$ cat src/rtl/branch_pattern_table.sv
// branch_pattern_table: pattern history table of 2-bit saturating counters.
// Fetch presents a PC each cycle and gets a registered taken/not-taken
// prediction plus the table index one cycle later. Execute returns that
// index with the resolved outcome to train the counter.
// Optional build macro BPT_GSHARE_EN: XOR a non-speculative global history
// register into the lookup index (gshare). Undefined gives a bimodal table.
module branch_pattern_table #(
  parameter int INDEX_BITS = 6,
  parameter int HIST_BITS  = 6,
  parameter int PC_WIDTH   = 32
) (
  input  logic                  clock,
  input  logic                  reset,
  input  logic                  fetch_valid,
  input  logic [PC_WIDTH-1:0]   fetch_pc,
  output logic                  pred_valid,
  output logic                  pred_taken,
  output logic [INDEX_BITS-1:0] pred_index,
  input  logic                  update_en,
  input  logic [INDEX_BITS-1:0] update_index,
  input  logic                  update_taken
);

  localparam int ENTRIES = 1 << INDEX_BITS;

  logic [1:0]            counters [ENTRIES];
  logic [INDEX_BITS-1:0] lookup_index;
  logic [1:0]            update_next;
  logic [1:0]            lookup_count;

  // Upper PC bits never reach the table index.
  logic unused_pc_bits;
  assign unused_pc_bits = ^fetch_pc[PC_WIDTH-1:INDEX_BITS];

`ifdef BPT_GSHARE_EN
  logic [HIST_BITS-1:0]  ghr;
  logic [INDEX_BITS-1:0] ghr_ext;

  // Lookup index: PC bits XOR zero-extended history as it stood before this edge.
  always_comb begin
    ghr_ext                 = '0;
    ghr_ext[HIST_BITS-1:0]  = ghr;
    lookup_index            = fetch_pc[INDEX_BITS-1:0] ^ ghr_ext;
  end

  // History shifts in resolved outcomes only, so it never needs repair.
  always_ff @(posedge clock or negedge reset) begin
    if (!reset) begin
      ghr <= '0;
    end else if (update_en) begin
      ghr <= {ghr[HIST_BITS-2:0], update_taken};
    end
  end
`else
  localparam int unused_hist_bits = HIST_BITS;

  // Bimodal lookup: index straight from the low PC bits.
  always_comb begin
    lookup_index = fetch_pc[INDEX_BITS-1:0];
  end
`endif

  // Saturating next value for the counter being trained this cycle.
  always_comb begin
    update_next = counters[update_index];
    if (update_taken) begin
      if (update_next != 2'b11) begin
        update_next = update_next + 2'd1;
      end
    end else begin
      if (update_next != 2'b00) begin
        update_next = update_next - 2'd1;
      end
    end
  end

  // Counter seen by fetch, with same-cycle training forwarded so a hot branch sees its newest state.
  always_comb begin
    if (update_en && (update_index == lookup_index)) begin
      lookup_count = update_next;
    end else begin
      lookup_count = counters[lookup_index];
    end
  end

  // Counter array: whole table clears to weak-not-taken, one entry written per training event.
  always_ff @(posedge clock or negedge reset) begin
    if (!reset) begin
      for (int i = 0; i < ENTRIES; i++) begin
        counters[i] <= 2'b01;
      end
    end else if (update_en) begin
      counters[update_index] <= update_next;
    end
  end

  // Registered prediction outputs, updated every cycle regardless of fetch_valid.
  always_ff @(posedge clock or negedge reset) begin
    if (!reset) begin
      pred_valid <= 1'b0;
      pred_taken <= 1'b0;
      pred_index <= '0;
    end else begin
      pred_valid <= fetch_valid;
      pred_taken <= lookup_count[1];
      pred_index <= lookup_index;
    end
  end

endmodule

$ cat config.mk
export PLATFORM = sky130hd
export DESIGN_NAME = branch_pattern_table
export DESIGN_NICKNAME = d
export VERILOG_FILES = /design/src/rtl/branch_pattern_table.sv
export SDC_FILE = /design/constraint.sdc
export NUM_CORES = 1
export LEC_CHECK = 0
export ABC_AREA = 1
export BUFFER_PORTS_ARGS = -buffer_cell sky130_fd_sc_hd__buf_2
export CAP_MARGIN = 20
export CORE_UTILIZATION = 50
export CTS_CLUSTER_DIAMETER = 80
export DETAILED_ROUTE_END_ITERATION = 10
export GPL_ROUTABILITY_DRIVEN = 0
export GPL_TIMING_DRIVEN = 0
export PLACE_DENSITY = 0.68
export SYNTH_ARGS = -nofsm -noshare
export SYNTH_HDL_FRONTEND = slang
export SYNTH_SLANG_ARGS = --single-unit
$ cat constraint.sdc
create_clock -name clock -period 3.85 [get_ports clock]
set_clock_uncertainty 0.05 [all_clocks]
set_input_delay 0.9625 -clock clock [delete_from_list [all_inputs] [get_ports clock]]
set_output_delay 0.9625 -clock clock [all_outputs]
set_load 0.03 [all_outputs]
Word-level counts from Yosys, hierarchy flattened
Index checks and enable logic that the tools add are counted.
{ "word_totals": {"n_memories": 0, "mem_bits_rw": 0, "latch_bits": 0, "ff_bits": 136, "in_bits": 43, "mem_bits_ro": 0, "wordCells": 92} }
{ "classes": {"multipliers": 0, "muxes": 13, "order_cmp": 3, "eq_ne": 2, "reduce_logical": 3, "add_sub_neg": 2, "div": 0, "shifts": 0, "bitwise": 2} }
{ "op_table": {"columns": ["cell", "count"], "rows": [
  ["$bwmux 128", 1],
  ["$bmux 2 s6", 2],
  ["$mux 2", 9],
  ["$ge 7x7->1 const B", 2],
  ["$not 6->7", 2],
  ["$demux 2 s6", 1],
  ["$lt 7x1->1 const B", 1],
  ["$eq 6x6->1", 1],
  ["$add 2x1->2 const B", 1],
  ["$logic_and 1x1->1", 2],
  ["$ne 2x2->1 const B", 1],
  ["$reduce_bool 2->1", 1],
  ["$sub 2x1->2 const B", 1]
]} }

Logic depth before layout (Yosys ltp)
{ "logic_depth": {"depth_word": 8, "mapped_depth": 20} }

Least setup slack after synthesis
No wires, ideal clock.
{ "synth_path": {"path_kind": "input to register", "startpoint": "input port update_index[0]", "endpoint": "register counters[47] (netlist bit)", "arrival_ns": 2.476, "required_ns": 3.682, "setup_slack_ns": 1.206, "stages": 15, "cell_sequence": "buf_4 buf_2 or2_0 nand3_1 nand2_1 o21ai_1 nand2_1 nor2_1 nand2_1 nand2_1 nand2_1 buf_4 buf_4 nand3_1 nand2_1"} }
{ "synth_via": {"elab_chain_len": 8, "word_cells_on_any_way": 17} }
{ "synth_lines": {"columns": ["element", "line", "rtl"], "rows": [
  ["from (decl)", "20", "input logic [INDEX_BITS-1:0] update_index,"],
  ["$not 6->7 (not written as such) (*)", "65, 93", null],
  ["$bmux 2 s6", "65", "update_next = counters[update_index];"],
  ["$mux 2 (not written as such) (2 in series)", "65", null],
  ["$sub 2x1->2, or another cell as far along", "72", "update_next = update_next - 2'd1;"],
  ["$mux 2 (on tied branches)", "71, 67", null],
  ["$mux 2", "66", "if (update_taken) begin"],
  ["$bwmux 128 (*)", "93", "counters[update_index] <= update_next;"],
  ["to (signal, indexed assignment)", "93", null],
  ["to (decl)", "26", "logic [1:0] counters [ENTRIES];"]
]} }
Mark *: on every way between the ends. The rest lies on a longest branch, timed or not. The select of a mux whose other input is x is not followed.
A chain may end at the register's enable or synchronous reset.

Worst setup path after layout
{ "layout_path": {"startpoint": "input port update_index[1]", "endpoint": "register counters[109] (netlist bit)"} }
Same word-level chain as after synthesis.

==> flow_summary.json <==
{
  "status": "complete, no violations",
  "synth_common_cells": "676 x nand2_1, 115 x inv_1, 97 x nand3_1, 93 x nor2_1, 72 x dfrtp_1",
  "leakage_uw": 0.004660,
  "async_flop_share": 1.000,
  "die_h_microns": 128.9,
  "rsz0062_at_grt": "false",
  "cp_max_fo": 10,
  "timing.final.hold_violations": 0,
  "critPathTopFamily": "buffers and inverters",
  "cts_tree": "done",
  "drc_errors": 0,
  "drtIter0Drc": 972,
  "synthesis.nets": 1295,
  "clock_latency_ns": 0.43,
  "die_area_sq_um": 16620,
  "clockBufferDepth": 2,
  "pre_cts_slack_ns": 0.3523,
  "finalSetupViolCount": 0,
  "io_pins": 51,
  "ys_ff_latch": 136,
  "r2r_end": "counters[6]$_DFFE_PN1P_",
  "synth_top_area_share": 0.3150,
  "path_cells": "buf_2 > buf_2 > buf_1 > nand2_1 > nand2_1 > nand2_1 > nand2_1 > nand2_1 > nand2_1 > nor2_1 > nand3_1 > buf_2 > buf_2 > nand3_1 > nand2_1",
  "endpoint": "counters[109]$_DFFE_PN0P_",
  "grt.overflow.total": 0,
  "ctsHoldBuffers": 0,
  "worstPathRequired_ns": 4.17,
  "synth_most_common_cell": "nand2_1",
  "synth_cells": 1252,
  "max_freq_mhz": 313.3,
  "slowest_stage": "buf_1",
  "die_w_microns": 128.9,
  "slowest_delay_ns": 0.70,
  "num_rows": 46,
  "coreArea_sq_um": 15830,
  "r2r-start": "counters[57]$_DFFE_PN0P_",
  "num_vias": 8221,
  "cts_resized": 0,
  "start_util": 0.5089,
  "drv_cap": 0,
  "grt_max_degree": 84,
  "synthesis.area_sq_um": 8055,
  "cts_setup_buffers": 0,
  "wl_per_cell_microns": 17.92,
  "min_path_type": "reg -> reg",
  "synth_enable_flop_cells": 0,
  "yosys_warnings": 0,
  "root_buffer": "clkbuf_16",
  "syn_area_per_cell_sq_um": 6.434,
  "max_slew_margin": 0.4084,
  "cts.clk_slew.worst_paths_ns": 0.06,
  "syn_to_final_growth_pct": 13.34,
  "setup_ws_ns": 0.6579,
  "crit_type": "in -> reg",
  "cts_sinks": 136,
  "cp.depth": 15,
  "antenna_found_initial": 0,
  "arrival_ns": 3.51,
  "yosysTopAreaCell": "nand2_1",
  "drive_above_1_share": 0.1171,
  "final_cells": 1523,
  "drv_slew": 0,
  "dp.cells": 1491,
  "power_density_nw_per_um2": 471.2,
  "worstSetupStartpointType": "input pin",
  "critPathBufInv": 5,
  "synth.distinct_cells": 28,
  "routed_via_density": 5.398,
  "yosys_most_used_dff": "dfrtp_1",
  "utilization": 0.5768,
  "vdd_drop_max_mv": 0.3536,
  "p_total_uw": 4302,
  "min_period_over_period": 0.8291,
  "synth_area_leaders": "nand2_1 32%, dfrtp_1 22%, dfstp_2 21%",
  "grt_pass1_vias": 7556,
  "wirelength_microns": 27290,
  "fin_crit_ns": 3.192,
  "numCtsBuffers": 17,
  "rr_worst_depth": 13,
  "h-tree-depth": 4,
  "drt-pass1-iter-count": 6,
  "end_kind": "flop",
  "cp-startpoint": "update_index[1]",
  "ant_nets": 0,
  "num_antenna_cells": 0,
  "seq_area_frac_synth": 0.4324,
  "hpwlAfterDp_microns": 18150,
  "crit_path_frequent_cell": "nand2_1",
  "grt_usage": 0.3468,
  "grt_pass1_wl_microns": 42170,
  "final_nets": 1337,
  "worstMarginPinSlew_ns": 0.8849,
  "reg2reg_slack_ns": 1.70,
  "portBuffers": 22
}
-- worst min path at each step --
| stage | start | end | slack [ns] | depth (start not counted) |
|---|---|---|---|---|
| global route | counters[84]$_DFFE_PN1P_ | counters[84]$_DFFE_PN1P_ | 0.43 | 2 |
| floorplan | counters[0]$_DFFE_PN1P_ | counters[0]$_DFFE_PN1P_ | 0.40 | 2 |
| detailed placement | counters[88]$_DFFE_PN1P_ | counters[88]$_DFFE_PN1P_ | 0.40 | 2 |
| global placement | counters[98]$_DFFE_PN1P_ | counters[98]$_DFFE_PN1P_ | 0.40 | 2 |
| CTS | counters[88]$_DFFE_PN1P_ | counters[88]$_DFFE_PN1P_ | 0.42 | 2 |
| finish | counters[70]$_DFFE_PN1P_ | counters[70]$_DFFE_PN1P_ | 0.41 | 2 |
-- flip-flops by register name, summed over array words and instances, names as in the netlist --
register	cells
pred_index	6
counters	128
pred_valid	1
pred_taken	1
-- layout make-up --
class                           instances  area, sq um
Multi-Input combinational cell        942         3825
Clock buffer                           20        436.7
Buffer                                 54        296.5
Sequential cell                       136         3483
Timing Repair Buffer                   23        143.9
Clock inverter                         12        224.0
Inverter                              120        450.4
Tap cell                              216        270.3
Fill cell                            1516         6698
-- report_power, final --
| group | internal (uW) | total [uW] | switching (uW) |
|---|---|---|---|
| combinational | 211 | 691 | 480 |
| clock | 1210 | 1870 | 653 |
| sequential | 1650 | 1740 | 93.2 |
| total | 3080 | 4300 | 1230 |
-- logic make-up after synthesis --
| group | count (synthesis) | share of synthesized area |
|---|---|---|
| flops | 136 | 0.4324 |
| buf+inv | 174 | 0.09273 |
| simple gates | 890 | 0.4346 |
| xor+xnor | 2 | 0.002175 |
| compound gates | 50 | 0.03806 |
-- per-stage QoR --
stage               setup TNS [ns]  cell area, sq um  hold slack [ns]
floorplan                        0              8055           0.3965
global placement            -7.557              8436           0.4040
detailed placement               0              8469           0.4046
CTS                              0              9130           0.4154
global route                     0              9130           0.4285
finish                           0              9130           0.4148
-- placed cells by master (no fill, tap or decap) --
cell,netlist,routed
nand2_1,676,676
inv_1,115,115
nand3_1,97,97
nor2_1,93,93
dfrtp_1,72,72
dfstp_2,64,64
buf_2,18,39
clkbuf_1,16,19
nor3_1,17,17
clkbuf_16,0,17
o211ai_1,16,16
buf_4,13,13
a21oi_1,12,12
o21ai_0,9,9
o21ai_1,6,6
bufinv_16,0,6
buf_6,3,4
buf_1,4,4
o31ai_1,4,4
clkinv_1,3,3
clkinv_4,0,3
or2_0,2,2
inv_2,2,2
or2_1,2,2
o22ai_1,2,2
clkinv_2,0,2
nand4_1,1,1
xnor2_1,1,1
xor2_1,1,1
o221ai_1,1,1
nor4_1,1,1
nand2_2,1,1
clkinvlp_4,0,1
buf_16,0,1
-- layer usage --
layer,track usage,share of wire,vias up
li1,-,-,3895
met1,0.4557,0.41,3737
met2,0.5161,0.43,467
met3,0.09397,0.11,122
met4,0.1972,0.053,0
met5,0,0,-
-- worst min-delay path, cell delays in order (launching register included) --
cell	delay, ns
dfstp_2	0.36
nand2_1	0.05
nand2_1	0.05
Note: power is estimated with default switching activity, not from simulation.
